<file path="src/rtl/pipe_ctrl_pkg.sv">
// Shared definitions for the MIPS pipeline sequencing controller: FSM states,
// DIVU decode constants and the pipeline-control output word.
package pipe_ctrl_pkg;

    localparam int unsigned DIV_CNT_W = 8;
    localparam int unsigned CTRL_W    = 8;

    localparam logic [0:0] ST_RUN      = 1'b0;
    localparam logic [0:0] ST_DIV_WAIT = 1'b1;

    typedef enum logic [0:0] {
        RUN      = ST_RUN,
        DIV_WAIT = ST_DIV_WAIT
    } state_e;

    // DIVU is R-format: SPECIAL opcode with funct 0x1B; shared with the main decoder.
    localparam logic [5:0] OP_SPECIAL = 6'b000000;
    localparam logic [5:0] FUNCT_DIVU = 6'b011011;

    // All-zero control word loaded into a pipeline register to form a bubble.
    localparam logic [CTRL_W-1:0] NOP_CTRL = 8'b0;

    typedef struct packed {
        logic pc_write;
        logic ifid_write;
        logic ifid_flush;
        logic idex_write;
        logic idex_bubble;
        logic exmem_bubble;
        logic div_busy;
        logic div_done;
    } hz_ctrl_t;

    localparam hz_ctrl_t CTRL_RESET    = hz_ctrl_t'(8'b0010_1100);
    localparam hz_ctrl_t CTRL_RUN      = hz_ctrl_t'(8'b1101_0000);
    localparam hz_ctrl_t CTRL_FREEZE   = hz_ctrl_t'(8'b0000_0100);
    localparam hz_ctrl_t CTRL_FLUSH    = hz_ctrl_t'(8'b1111_1000);
    localparam hz_ctrl_t CTRL_LOAD_USE = hz_ctrl_t'(8'b0001_1000);
    localparam hz_ctrl_t CTRL_DIV_WAIT = hz_ctrl_t'(8'b0000_0110);
    localparam hz_ctrl_t CTRL_DIV_DONE = hz_ctrl_t'(8'b1101_0011);

    function automatic logic is_divu(input logic [5:0] opcode, input logic [5:0] funct);
        return (opcode == OP_SPECIAL) && (funct == FUNCT_DIVU);
    endfunction

endpackage

</file>
<file path="src/rtl/pipeline_hazard_ctrl_sat_counter.sv">
// Saturating up-counter with synchronous clear; holds at all-ones instead of wrapping.
module sat_counter #(
    parameter int unsigned W = 16
) (
    input  logic         clk,
    input  logic         rst,
    input  logic         clr,
    input  logic         inc,
    output logic [W-1:0] cnt
);

    logic [W-1:0] cnt_q;
    logic [W-1:0] cnt_d;

    always_comb begin
        cnt_d = cnt_q;
        if (clr) begin
            cnt_d = '0;
        end else if (inc && (cnt_q != {W{1'b1}})) begin
            cnt_d = cnt_q + W'(1);
        end
    end

    always_ff @(posedge clk or posedge rst) begin
        if (rst) begin
            cnt_q <= '0;
        end else begin
            cnt_q <= cnt_d;
        end
    end

    assign cnt = cnt_q;

endmodule

</file>
<file path="src/rtl/pipeline_hazard_ctrl.sv">
// Pipeline sequencing controller: load-use stalls, branch/jump flushes and a
// fixed-latency DIVU freeze, plus saturating stall/flush event counters.
module pipeline_hazard_ctrl
    import pipe_ctrl_pkg::*;
#(
    parameter int unsigned DIV_LATENCY = 32,
    parameter int unsigned CNT_W       = 16
) (
    input  logic             clk,
    input  logic             rst,
    input  logic [4:0]       id_rs,
    input  logic [4:0]       id_rt,
    input  logic             id_uses_rt,
    input  logic             idex_memread,
    input  logic [4:0]       idex_rt,
    input  logic             ex_branch_taken,
    input  logic             ex_jump,
    input  logic             ex_div,
    output logic             pc_write,
    output logic             ifid_write,
    output logic             ifid_flush,
    output logic             idex_write,
    output logic             idex_bubble,
    output logic             exmem_bubble,
    output logic             div_busy,
    output logic             div_done,
    output logic [CNT_W-1:0] stall_cnt,
    output logic [CNT_W-1:0] flush_cnt
);

    // The first DIVU cycle is spent in RUN and the last one at count zero.
    localparam logic [DIV_CNT_W-1:0] DIV_LOAD = DIV_CNT_W'(DIV_LATENCY - 2);

    state_e               state_q;
    state_e               state_d;
    logic [DIV_CNT_W-1:0] div_cnt_q;
    logic [DIV_CNT_W-1:0] div_cnt_d;
    hz_ctrl_t             ctl;
    logic                 load_use_c;
    logic                 flush_ev;
    logic                 stall_ev;

    // $0 is never a real producer, so it can never cause a stall.
    assign load_use_c = idex_memread && (idex_rt != 5'd0) &&
                        ((idex_rt == id_rs) || (id_uses_rt && (idex_rt == id_rt)));

    always_comb begin
        state_d   = state_q;
        div_cnt_d = div_cnt_q;
        ctl       = CTRL_RUN;
        flush_ev  = 1'b0;
        if (rst) begin
            ctl = CTRL_RESET;
        end else begin
            case (state_q)
                RUN: begin
                    if (ex_div) begin
                        ctl       = CTRL_FREEZE;
                        state_d   = DIV_WAIT;
                        div_cnt_d = DIV_LOAD;
                    end else if (ex_branch_taken || ex_jump) begin
                        ctl      = CTRL_FLUSH;
                        flush_ev = 1'b1;
                    end else if (load_use_c) begin
                        ctl = CTRL_LOAD_USE;
                    end
                end
                DIV_WAIT: begin
                    if (div_cnt_q != '0) begin
                        ctl       = CTRL_DIV_WAIT;
                        div_cnt_d = div_cnt_q - DIV_CNT_W'(1);
                    end else begin
                        ctl     = CTRL_DIV_DONE;
                        state_d = RUN;
                    end
                end
                default: begin
                    state_d   = RUN;
                    div_cnt_d = '0;
                end
            endcase
        end
    end

    always_ff @(posedge clk or posedge rst) begin
        if (rst) begin
            state_q   <= RUN;
            div_cnt_q <= '0;
        end else begin
            state_q   <= state_d;
            div_cnt_q <= div_cnt_d;
        end
    end

    assign stall_ev = !rst && !ctl.pc_write;

    sat_counter #(.W(CNT_W)) u_stall_cnt (
        .clk (clk),
        .rst (rst),
        .clr (1'b0),
        .inc (stall_ev),
        .cnt (stall_cnt)
    );

    sat_counter #(.W(CNT_W)) u_flush_cnt (
        .clk (clk),
        .rst (rst),
        .clr (1'b0),
        .inc (flush_ev),
        .cnt (flush_cnt)
    );

    assign pc_write     = ctl.pc_write;
    assign ifid_write   = ctl.ifid_write;
    assign ifid_flush   = ctl.ifid_flush;
    assign idex_write   = ctl.idex_write;
    assign idex_bubble  = ctl.idex_bubble;
    assign exmem_bubble = ctl.exmem_bubble;
    assign div_busy     = ctl.div_busy;
    assign div_done     = ctl.div_done;

endmodule

</file>
<file path="config.mk">
export PLATFORM = sky130hd
export DESIGN_NAME = pipeline_hazard_ctrl
export DESIGN_NICKNAME = d
export VERILOG_FILES = /design/src/rtl/pipe_ctrl_pkg.sv /design/src/rtl/pipeline_hazard_ctrl_sat_counter.sv /design/src/rtl/pipeline_hazard_ctrl.sv
export SDC_FILE = /design/constraint.sdc
export NUM_CORES = 1
export LEC_CHECK = 0
export CAP_MARGIN = 20
export CORE_MARGIN = 2
export CORE_UTILIZATION = 35
export DETAILED_ROUTE_END_ITERATION = 7
export SYNTH_ARGS = -nofsm -noshare
export SYNTH_HDL_FRONTEND = slang
export SYNTH_SLANG_ARGS = --single-unit
</file>
<file path="constraint.sdc">
create_clock -name clk -period 7.12 [get_ports clk]
set_input_delay 1.78 -clock clk [delete_from_list [all_inputs] [get_ports clk]]
set_output_delay 1.78 -clock clk [all_outputs]
set_load 0.02 [all_outputs]
</file>
== Word level (Yosys, flattened, before mapping) ==
Cells that the tools add are included.

* Multiplexer cells: 16
* Equal/unequal tests: 6
* Reductions and logical operators: 13
* Add/subtract/negate cells: 3
* Bitwise gates (word level): 2

{| class="wikitable"
|+ Operator list
! operator !! count
|-
| $mux W8 || 7
|-
| $add A16 B1 Y16 const B || 2
|-
| $ne A16 B16 Y1 const B || 2
|-
| $pmux W8 S2 || 2
|-
| $eq A5 B5 Y1 || 2
|-
| $reduce_bool A8 Y1 || 1
|-
| $sub A8 B1 Y8 const B || 1
|-
| $logic_and A1 B1 Y1 || 6
|-
| $mux W1 || 6
|-
| $reduce_bool A5 Y1 || 1
|-
| $reduce_and A3 Y1 || 1
|-
| $logic_not A1 Y1 || 2
|-
| $logic_or A1 B1 Y1 || 2
|-
| $ne A2 B1 Y1 const B || 1
|-
| $ne A2 B2 Y1 const B || 1
|-
| $not A1 Y1 || 2
|-
| $pmux W1 S2 || 1
|}

* Register bits: 41
* Bits of input ports: 22

== Depth between registers and ports, before layout ==
Gate-level depths: netlist of the first run.

* Depth in word-level cells: 12
* Gate-level depth with buffers: 10

== By module ==
Synthesis of the first run repeated with hierarchy kept, for this count alone.

* Cells, all modules: 291
* Area total of the unflattened synthesis: 2,617.5 µm²

{| class="wikitable"
|+ By module, submodules not included
! module !! cells an instance !! sequential area each (µm²) !! times used !! area each (µm²)
|-
| sat_counter || 101 || 400.4 || 2 || 932.1
|-
| pipeline_hazard_ctrl || 89 || 225.2 || 1 || 753.2
|}

== Worst setup path before layout of the first run ==
No wires, ideal clock.

* Path kind: input -> output
* Start point: in rst
* End point: out pc_write
* Path slack: 1.309 ns
* Buffers on the path: 2
* Data required time: 5.340 ns
* Arrival time: 4.031 ns
* Stages on the path: 6
* Cells stage by stage: clkbuf_1 > inv_1 > nand2_1 > inv_1 > o21a_1 > buf_4

* Word-level cells in the longest chain between the ends: 1

{| class="wikitable"
|+ Ends and longest elaborated chain
! element !! RTL line !! text
|-
| start, declared || pipeline_hazard_ctrl.sv:10 || <nowiki>input logic rst,</nowiki>
|-
| $mux W8 || pipeline_hazard_ctrl.sv:52 || <nowiki>if (rst) begin</nowiki>
|-
| end, declared || pipeline_hazard_ctrl.sv:19 || <nowiki>output logic pc_write,</nowiki>
|}

Every way passes these cells.

== Worst setup path in the final report of the first run ==
* Start point: in idex_rt[1]
* End point: out pc_write

* Word-level cells in the longest chain between the ends: 9
* Elaborated cells on any way between the ends: 12
* Classes of those cells: eq/ne (2); mux (5); reduce/logical (5)

{| class="wikitable"
|+ Ends and longest elaborated chain
! element !! RTL line !! text
|-
| start, declared || pipeline_hazard_ctrl.sv:15 || <nowiki>input logic [4:0] idex_rt,</nowiki>
|-
| $eq A5 B5 Y1 || pipeline_hazard_ctrl.sv:45 || <nowiki>((idex_rt == id_rs) || (id_uses_rt && (idex_rt == id_rt)));</nowiki>
|-
| $logic_and A1 B1 Y1 || pipeline_hazard_ctrl.sv:45 ||
|-
| $logic_or A1 B1 Y1 || pipeline_hazard_ctrl.sv:45 ||
|-
| $logic_and A1 B1 Y1 (*) || pipeline_hazard_ctrl.sv:44 || <nowiki>assign load_use_c = idex_memread && (idex_rt != 5'd0) &&</nowiki>
|-
| $mux W8 (*) || pipeline_hazard_ctrl.sv:64 || <nowiki>end else if (load_use_c) begin</nowiki>
|-
| $mux W8 (*) || pipeline_hazard_ctrl.sv:61 || <nowiki>end else if (ex_branch_taken || ex_jump) begin</nowiki>
|-
| $mux W8 (*) || pipeline_hazard_ctrl.sv:57 || <nowiki>if (ex_div) begin</nowiki>
|-
| $pmux W8 S2 (*) || pipeline_hazard_ctrl.sv:55 || <nowiki>case (state_q)</nowiki>
|-
| $mux W8 (*) || pipeline_hazard_ctrl.sv:52 ||
|}

Every way passes the cells marked *; elsewhere a longest branch is shown, timed or not.

==> flow_summary.json, run 1 <==
{
  "sort_of_element_at_the_start_of_the_critical_path": "primary input",
  "drt_pre_antenna_iters": 4,
  "worstHoldStart": "u_flush_cnt.cnt[9]$_DFFE_PP0P_",
  "yosys.area.top_type_share_pct": 47.0,
  "timing.final.crit_period_ns": 5.61,
  "timing.rr.end": "u_stall_cnt.cnt[1]$_DFFE_PP0P_",
  "critPathMostFrequentCell": "sky130_fd_sc_hd__clkdlybuf4s50_1",
  "worst_r2r_startpoint": "div_cnt_q[0]$_DFFE_PP0P_",
  "worstSetupEndpointType": "output port",
  "h-tree-depth": 2,
  "core.rowCount": 28,
  "initial_core_utilization_pct": 36.4,
  "hpwl_mm": 3.56,
  "fillers": 580,
  "fin_setup_tns_ns": 0,
  "clock_tree.buffer_depth": 2,
  "achievable-frequency_mhz": 178,
  "critPathMaxStageDelay_ns": 0.60,
  "worst_slew_margin_rel_pct": 49.9,
  "worst-setup-path-type": "primary input to output port",
  "total_detailed_routing_wirelength_mm": 4.78,
  "worst-endpoint-required_ns": 5.34,
  "cells_traversed_along_the_worst_timing_path": "clkdlybuf4s50_1, or4_1, o21ai_1, nand2b_1, o21a_1, clkdlybuf4s50_1",
  "clkSlewWorstSetupHoldPaths_ns": 0.08,
  "timing.hold.worst_path_depth": 1,
  "routedWlPerCell_um": 13.2,
  "grt.total_usage_pct": 14.4,
  "finClkSkew_ns": 0.00707,
  "postSynthRegisterBits": 41,
  "hold_path_class": "flip-flop to flip-flop",
  "number_of_global_route_vias_before_repair": 1755,
  "ys_dominant_reg_cell": "sky130_fd_sc_hd__dfrtp_1",
  "timing_hold_violations_final": 0,
  "r2r.worst_path.cells": 7,
  "design.final.nets": 310,
  "max_cap_viol_count": 0,
  "num_vias": 1803,
  "synth-warning-count": 0,
  "post_route_cells_drive_above_1_share_pct": 4.55,
  "vias_per_cell": 4.99,
  "insertedDiodeCount": 0,
  "period_share_pct": 78.7,
  "avgSynthCellArea_um2": 9.83,
  "cts-hold-fix-buffers": 0,
  "synth_seq_area_share_pct": 47.0,
  "area_growth_pct": 35.6,
  "synth_top_cells_by_area": "sky130_fd_sc_hd__dfrtp_1, sky130_fd_sc_hd__xnor2_1, sky130_fd_sc_hd__xor2_1",
  "post_cts.resized_instances": 0,
  "fp.dieH_um": 83.0,
  "route.antenna.remaining_nets": 0,
  "fp.dieArea_um2": 6880,
  "netlist_instances": 222,
  "cts_made_buffers": 5,
  "setup_viol": 0,
  "largest_net_degree_at_the_start_of_global_routing": 44,
  "io_pins": 62,
  "globalplace.congestion": 0.764,
  "design.core.area_um2": 5990,
  "pwr_density_cell_nw_per_um2": 262,
  "p_leak_nw": 1.22,
  "worstPathArrival_ns": 3.83,
  "clock_insertion_delay_at_the_later_pin_of_the_skew_report_ns": 0.29,
  "port_buf_inserts": 61,
  "globalRouteOverflowTotal": 0,
  "grt_setup_unrepaired": "false",
  "synth_async_sr_flop_share_pct": 100,
  "grt_antenna_before_repair": 0,
  "first_pass_grt_wire_length_mm": 8.16,
  "synth_cell_types": 40,
  "synth.net_count": 247,
  "netlist_top_cells_count": "sky130_fd_sc_hd__dfrtp_1, sky130_fd_sc_hd__xnor2_1, sky130_fd_sc_hd__nand2_1",
  "cts.repair_timing.setup_buffer_count": 0,
  "whs_endpoint": "u_flush_cnt.cnt[9]$_DFFE_PP0P_",
  "post-route-drc-count": 0,
  "chipWidth_um": 83.0,
  "synthMostInstantiatedCell": "sky130_fd_sc_hd__dfrtp_1",
  "cts.root.buffer_cell": "sky130_fd_sc_hd__clkbuf_8",
  "synthesis.area_um2": 2180,
  "r2r_slack_ns": 4.36,
  "final_core_area_utilization_pct": 49.4,
  "vdd.ir_drop.worst_mv": 0.165,
  "report.final.slew_viol_count": 0,
  "synth_edf_count": 0,
  "synth_area_leader_cell": "sky130_fd_sc_hd__dfrtp_1",
  "critical_path.startpoint": "idex_rt[1]",
  "result_of_the_run": "finished, final reports clean",
  "worst_margin_slew_ns": 0.751,
  "timing.critical_path.fanout_max": 3,
  "drt_iter0_markers": 127,
  "tritoncts": "yes",
  "numClockSinks": 41,
  "cp_slowest_cell": "sky130_fd_sc_hd__clkdlybuf4s50_1"
}
-- metal layers --
layer / part of all wire (%) / vias up / track usage, %
met4: 0.94 / 0 / 4.47
li1: - / 900 / -
met3: 3.6 / 5 / 3.18
met1: 49 / 866 / 19.4
met2: 47 / 32 / 23.0
met5: 0 / - / 0
-- placed cells by master (no fill, tap or decap), types with 2 or more instances in the layout --
cell,netlist,layout
sky130_fd_sc_hd__clkdlybuf4s50_1,0,61
sky130_fd_sc_hd__dfrtp_1,41,41
sky130_fd_sc_hd__xnor2_1,26,26
sky130_fd_sc_hd__nand2_1,18,18
sky130_fd_sc_hd__nor2_1,16,16
sky130_fd_sc_hd__xor2_1,14,14
sky130_fd_sc_hd__nand3_1,13,13
sky130_fd_sc_hd__nor3_1,13,13
sky130_fd_sc_hd__inv_1,12,12
sky130_fd_sc_hd__nand4_1,8,8
sky130_fd_sc_hd__clkbuf_8,0,7
sky130_fd_sc_hd__nor4_1,6,6
sky130_fd_sc_hd__a21oi_1,5,5
sky130_fd_sc_hd__o21ai_0,5,5
sky130_fd_sc_hd__nand2b_1,4,4
sky130_fd_sc_hd__o31ai_1,3,3
sky130_fd_sc_hd__ha_1,3,3
sky130_fd_sc_hd__o22ai_1,2,2
sky130_fd_sc_hd__or4_1,2,2
sky130_fd_sc_hd__or3_1,2,2
sky130_fd_sc_hd__and3_1,2,2
sky130_fd_sc_hd__and4_1,2,2
sky130_fd_sc_hd__nor2b_1,2,2
sky130_fd_sc_hd__a31oi_1,2,2
sky130_fd_sc_hd__a22o_1,2,2
-- stage by stage --
stage | setup WS [ns] | std cells | power (W) | hold slack (ns) | instance area (um^2)
4_1_cts | 1.50 | 361 | 0.000785 | 0.501 | 2960
3_3_place_gp | 1.52 | 353 | 0.000606 | 0.488 | 2860
2_1_floorplan | 1.31 | 222 | 0.000499 | 0.476 | 2180
5_1_grt | 1.43 | 361 | 0.000830 | 0.518 | 2960
3_5_place_dp | 1.50 | 353 | 0.000613 | 0.489 | 2860
6_report | 1.51 | 361 | 0.000775 | 0.499 | 2960
-- where the power goes --
part	internal, W	total [W]	leakage (nW)	switching, W
sequential	0.000284	0.000352	0.516	0.0000678
clock	0.0000877	0.000167	0.0542	0.0000795
combinational	0.000130	0.000256	0.647	0.000125
total	0.000502	0.000775	1.22	0.000273
-- worst max path at each step --
stage / end / slack, ns
after floorplan: pc_write / 1.31
after global routing: pc_write / 1.43
after detailed placement: pc_write / 1.50
after global placement: ifid_write / 1.52
final: pc_write / 1.51
after CTS: pc_write / 1.50
-- cell families after synthesis --
| kind of cell | synth area share [%] |
|---|---|
| flops | 47.0 |
| mux | 1.03 |
| compound gates | 9.23 |
| fa+ha+maj | 1.72 |
| simple gates | 21.2 |
| xor+xnor | 16.1 |
| buf+inv | 3.73 |
-- area by class of cell --
| type | count | area (um^2) | area share [%] |
|---|---|---|---|
| Multi-Input combinational cell | 163 | 1070 | 36.3 |
| Sequential cell | 41 | 1030 | 34.7 |
| Timing Repair Buffer | 62 | 618 | 20.9 |
| Clock buffer | 7 | 96.3 | 3.26 |
| Tap cell | 75 | 93.8 | 3.17 |
| Inverter | 12 | 45.0 | 1.52 |
| Clock inverter | 1 | 5.00 | 0.169 |
-- worst max-delay path: cells and delay by family --
kind	cells	cell delay (ns)
and+or+nand+nor	2	0.69
buffers and inverters	2	1.06
AOI/OAI and AO/OA	2	0.30
-- flip-flops by register name (all words and copies together), names as in the netlist --
name / count
u_flush_cnt.cnt: 16
u_stall_cnt.cnt: 16
state_q: 1
div_cnt_q: 8
Power figures use the tool's default switching activity.
==> run 2: changes to the inputs <==
- clock period: 7.12 -> 5.75 ns (I/O delays scaled with it)
==> flow_summary.json, run 2 (same netlist as run 1, synthesis figures left out) <==
{
  "clock_tree.buffer_depth": 2,
  "clkSlewWorstSetupHoldPaths_ns": 0.08,
  "pwr_density_cell_nw_per_um2": 335,
  "result_of_the_run": "finished, final reports clean",
  "vdd.ir_drop.worst_mv": 0.207,
  "hold_path_class": "flip-flop to flip-flop",
  "worstSetupEndpointType": "output port",
  "vias_per_cell": 5.02,
  "timing.critical_path.fanout_max": 3,
  "first_pass_grt_wire_length_mm": 8.63,
  "grt_antenna_before_repair": 0,
  "number_of_global_route_vias_before_repair": 1816,
  "detailedPlace.worstSlack_ns": 0.813,
  "largest_net_degree_at_the_start_of_global_routing": 44,
  "hpwl_mm": 3.57,
  "route.antenna.remaining_nets": 0,
  "globalplace.congestion": 0.765,
  "insertedDiodeCount": 0,
  "cts.root.buffer_cell": "sky130_fd_sc_hd__clkbuf_8",
  "layout.cells.most_common": "sky130_fd_sc_hd__clkdlybuf4s50_1",
  "area_growth_pct": 36.3,
  "worst-endpoint-required_ns": 4.31,
  "core.rowCount": 28,
  "finClkSkew_ns": 0.00952,
  "initial_core_utilization_pct": 36.4,
  "grt.total_usage_pct": 15.2,
  "timing.final.crit_period_ns": 4.93,
  "cts-hold-fix-buffers": 0,
  "post_route_cells_drive_above_1_share_pct": 4.20,
  "drt_iter0_markers": 118,
  "port_buf_inserts": 61,
  "report.final.slew_viol_count": 0,
  "fin_setup_tns_ns": 0,
  "tritoncts": "yes",
  "place_inst": 353,
  "period_share_pct": 85.7,
  "h-tree-depth": 2,
  "cts_made_buffers": 5,
  "layout_common_cells": "sky130_fd_sc_hd__clkdlybuf4s50_1, sky130_fd_sc_hd__dfrtp_1, sky130_fd_sc_hd__xnor2_1",
  "drt_pre_antenna_iters": 4,
  "total_detailed_routing_wirelength_mm": 4.87,
  "final_critical_path_setup_slack_ns": 0.821,
  "layout.cells.non_filler": 361,
  "grt_setup_unrepaired": "false",
  "setup_viol": 0,
  "io_pins": 62,
  "p_leak_nw": 1.22,
  "routedWlPerCell_um": 13.5,
  "numClockSinks": 41,
  "worst_margin_slew_ns": 0.762,
  "globalRouteOverflowTotal": 0,
  "timing_hold_violations_final": 0,
  "worst-setup-path-type": "primary input to output port",
  "worst_slew_margin_rel_pct": 49.2,
  "design.core.area_um2": 5990,
  "post-route-drc-count": 0,
  "cts.repair_timing.setup_buffer_count": 0,
  "clock_insertion_delay_at_the_later_pin_of_the_skew_report_ns": 0.30,
  "sort_of_element_at_the_start_of_the_critical_path": "primary input",
  "design.final.nets": 310,
  "fp.dieArea_um2": 6880,
  "fillers": 577,
  "achievable-frequency_mhz": 203,
  "post_cts.resized_instances": 0,
  "chipWidth_um": 83.0,
  "num_vias": 1812,
  "worstPathArrival_ns": 3.49,
  "fp.dieH_um": 83.0,
  "max_cap_viol_count": 0
}
==> run 2: cell types whose count changed in the layout (fill, tap and decap cells not counted), sizes merged <==
cell	change
bufinv	+1
clkinv	-1
==> run 2: layout make-up <==
cell class | count | area, um^2 | area share (%)
multi-input combinational | 163 | 1070 | 36.1
clock buffer | 7 | 86.3 | 2.90
clock inverter | 1 | 30.0 | 1.01
tap | 75 | 93.8 | 3.16
timing repair buffer | 62 | 618 | 20.8
sequential | 41 | 1030 | 34.5
inverter | 12 | 45.0 | 1.51
==> run 2: critical path, cell delays in order <==
cell                              delay (ns)
sky130_fd_sc_hd__clkdlybuf4s50_1        0.47
sky130_fd_sc_hd__or4_1                  0.53
sky130_fd_sc_hd__o21ai_1                0.16
sky130_fd_sc_hd__nand2b_1               0.15
sky130_fd_sc_hd__o21a_1                 0.14
sky130_fd_sc_hd__clkdlybuf4s50_1        0.60
==> run 2: metal layers <==
metal | vias up | track usage [%] | wire length, um
li1 | 899 | - | -
met5 | - | 0 | 0
met1 | 877 | 21.1 | 2370
met2 | 32 | 23.3 | 2290
met3 | 4 | 4.17 | 172
met4 | 0 | 4.47 | 45
==> run 2: power by group <==
part	switching [W]	internal, W	leakage [nW]
Sequential	0.0000819	0.000352	0.516
Combinational	0.000155	0.000161	0.647
Clock	0.000104	0.000142	0.0585
==> run 2: stage by stage <==
| stage | utilization, % | total power, W | hold slack (ns) | instance area (um^2) |
|---|---|---|---|---|
| after detailed placement | 47.7 | 0.000759 | 0.487 | 2860 |
| after CTS | 49.6 | 0.00101 | 0.502 | 2970 |
| final | 49.6 | 0.000996 | 0.506 | 2970 |
| after floorplan | - | 0.000618 | 0.476 | 2180 |
| after global routing | 49.6 | 0.00107 | 0.523 | 2970 |
| after global placement | 47.7 | 0.000750 | 0.488 | 2860 |
==> run 2: path summary, 6_finish.rpt <==
| check | from | end | slack (ns) | cells after the start |
|---|---|---|---|---|
| hold / removal | u_flush_cnt.cnt[9]$_DFFE_PP0P_ | u_flush_cnt.cnt[9]$_DFFE_PP0P_ | 0.51 | 1 |
| setup / recovery | idex_rt[1] | ifid_write | 0.82 | 6 |
| hold reg to reg | u_flush_cnt.cnt[9]$_DFFE_PP0P_ | u_flush_cnt.cnt[9]$_DFFE_PP0P_ | 0.51 | 1 |
| setup reg to reg | div_cnt_q[0]$_DFFE_PP0P_ | u_stall_cnt.cnt[1]$_DFFE_PP0P_ | 2.98 | 7 |
| max in group asynchronous | rst | u_flush_cnt.cnt[11]$_DFFE_PP0P_ | 3.49 | 3 |
| min in group asynchronous | rst | u_flush_cnt.cnt[0]$_DFFE_PP0P_ | 1.88 | 3 |
==> run 3: changes to the inputs <==
- CORE_MARGIN: 2 -> default
==> flow_summary.json, run 3 (same netlist as run 1, synthesis figures left out) <==
{
  "h-tree-depth": 2,
  "post_cts.resized_instances": 0,
  "finClkSkew_ns": 0.0115,
  "worst_slew_margin_rel_pct": 50.1,
  "grt_setup_unrepaired": "false",
  "port_buf_inserts": 61,
  "total_detailed_routing_wirelength_mm": 4.88,
  "worstSetupEndpointType": "output port",
  "chipWidth_um": 81.0,
  "vdd.ir_drop.worst_mv": 0.207,
  "max_cap_viol_count": 0,
  "pwr_density_cell_nw_per_um2": 320,
  "drt_pre_antenna_iters": 4,
  "fp.dieArea_um2": 6550,
  "initial_core_utilization_pct": 36.6,
  "design.core.area_um2": 5960,
  "worst-setup-path-type": "primary input to output port",
  "tritoncts": "yes",
  "design.final.nets": 310,
  "routedWlPerCell_um": 13.5,
  "place_inst": 353,
  "clkSlewWorstSetupHoldPaths_ns": 0.09,
  "worst-endpoint-required_ns": 4.31,
  "fin_setup_tns_ns": 0,
  "layout_common_cells": "sky130_fd_sc_hd__clkdlybuf4s50_1, sky130_fd_sc_hd__dfrtp_1, sky130_fd_sc_hd__xnor2_1",
  "layout.cells.most_common": "sky130_fd_sc_hd__clkdlybuf4s50_1",
  "insertedDiodeCount": 0,
  "cts_made_buffers": 5,
  "cells_traversed_along_the_worst_timing_path": "clkdlybuf4s50_1, or4_1, o21ai_1, nand2b_1, o21a_1, clkdlybuf4s50_1",
  "path_delay_family": "buffers and inverters",
  "critPathMaxStageDelay_ns": 0.60,
  "critPathMostFrequentCell": "sky130_fd_sc_hd__clkdlybuf4s50_1",
  "numClockSinks": 41,
  "timing_hold_violations_final": 0,
  "clock_tree.buffer_depth": 2,
  "grt_antenna_before_repair": 0,
  "timing.final.crit_period_ns": 4.95,
  "worstPathArrival_ns": 3.51,
  "drt_iter0_markers": 72,
  "report.final.slew_viol_count": 0,
  "grt.total_usage_pct": 16.0,
  "layout.cells.non_filler": 361,
  "globalRouteOverflowTotal": 0,
  "worst_margin_slew_ns": 0.749,
  "post-route-drc-count": 0,
  "setup_viol": 0,
  "fp.dieH_um": 81.0,
  "p_leak_nw": 1.20,
  "first_pass_grt_wire_length_mm": 8.07,
  "sort_of_element_at_the_start_of_the_critical_path": "primary input",
  "cts.root.buffer_cell": "sky130_fd_sc_hd__clkbuf_8",
  "achievable-frequency_mhz": 202,
  "vias_per_cell": 4.90,
  "largest_net_degree_at_the_start_of_global_routing": 44,
  "num_vias": 1769,
  "route.antenna.remaining_nets": 0,
  "clock_insertion_delay_at_the_later_pin_of_the_skew_report_ns": 0.30,
  "timing.critical_path.fanout_max": 3,
  "cts.repair_timing.setup_buffer_count": 0,
  "timing.critical_path.buf_inv": 2,
  "area_growth_pct": 35.1,
  "result_of_the_run": "finished, final reports clean",
  "cts-hold-fix-buffers": 0,
  "io_pins": 62,
  "core.rowCount": 28,
  "hold_slack_ns": 0.498,
  "period_share_pct": 86.1,
  "globalplace.congestion": 0.743,
  "post_route_cells_drive_above_1_share_pct": 4.55,
  "hpwl_mm": 3.51,
  "hold_path_class": "flip-flop to flip-flop",
  "number_of_global_route_vias_before_repair": 1714,
  "cp_slowest_cell": "sky130_fd_sc_hd__clkdlybuf4s50_1"
}
-- run 3: cell type report --
| cell class | count | area (um^2) |
|---|---|---|
| clock buffer | 5 | 68.8 |
| clock inverter | 3 | 22.5 |
| fill | 585 | 3010 |
| inverter | 12 | 45.0 |
| multi-input combinational | 163 | 1070 |
| sequential | 41 | 1030 |
| tap | 75 | 93.8 |
| timing repair buffer | 62 | 618 |
-- run 3: worst register-to-register path, cell delays in order, from the launching register on --
cell and delay [ns]:
sky130_fd_sc_hd__dfrtp_1 0.42, sky130_fd_sc_hd__inv_1 0.11, sky130_fd_sc_hd__ha_1 0.21, sky130_fd_sc_hd__or3b_1 0.49, sky130_fd_sc_hd__o31ai_2 0.34, sky130_fd_sc_hd__nor4_1 0.11, sky130_fd_sc_hd__a21oi_2 0.61, sky130_fd_sc_hd__mux2_1 0.38
-- run 3: power breakdown --
| part | internal (W) | switching (W) |
|---|---|---|
| Clock | 0.0000852 | 0.000107 |
| Combinational | 0.000161 | 0.000155 |
| Sequential | 0.000352 | 0.0000829 |
-- run 3: per-stage QoR --
step	instance area, um^2	total power (W)	utilization [%]	setup slack [ns]
floorplan	2180	0.000618	-	0.624
detailed placement	2860	0.000757	48.0	0.800
finish	2950	0.000944	49.5	0.802
CTS	2950	0.000952	49.5	0.798
global route	2950	0.00101	49.5	0.723
global placement	2860	0.000751	48.0	0.840
-- run 3: routing by layer --
| layer | wire [um] | vias to the layer above | track usage, % |
|---|---|---|---|
| met5 | 0 | - | 0 |
| met4 | 23 | 0 | 3.75 |
| met3 | 198 | 2 | 4.16 |
| met2 | 2270 | 31 | 25.1 |
| met1 | 2380 | 841 | 21.9 |
| li1 | - | 895 | - |
-- run 3: worst paths after layout --
check / startpoint / end / slack, ns / depth (start not counted)
max: idex_rt[2] / pc_write / 0.80 / 6
min: u_flush_cnt.cnt[5]$_DFFE_PP0P_ / u_flush_cnt.cnt[5]$_DFFE_PP0P_ / 0.50 / 1
max reg2reg: div_cnt_q[0]$_DFFE_PP0P_ / u_stall_cnt.cnt[1]$_DFFE_PP0P_ / 2.96 / 7
min reg2reg: u_flush_cnt.cnt[5]$_DFFE_PP0P_ / u_flush_cnt.cnt[5]$_DFFE_PP0P_ / 0.50 / 1
max in group asynchronous: rst / u_stall_cnt.cnt[4]$_DFFE_PP0P_ / 3.50 / 3
min in group asynchronous: rst / div_cnt_q[7]$_DFFE_PP0P_ / 1.87 / 3
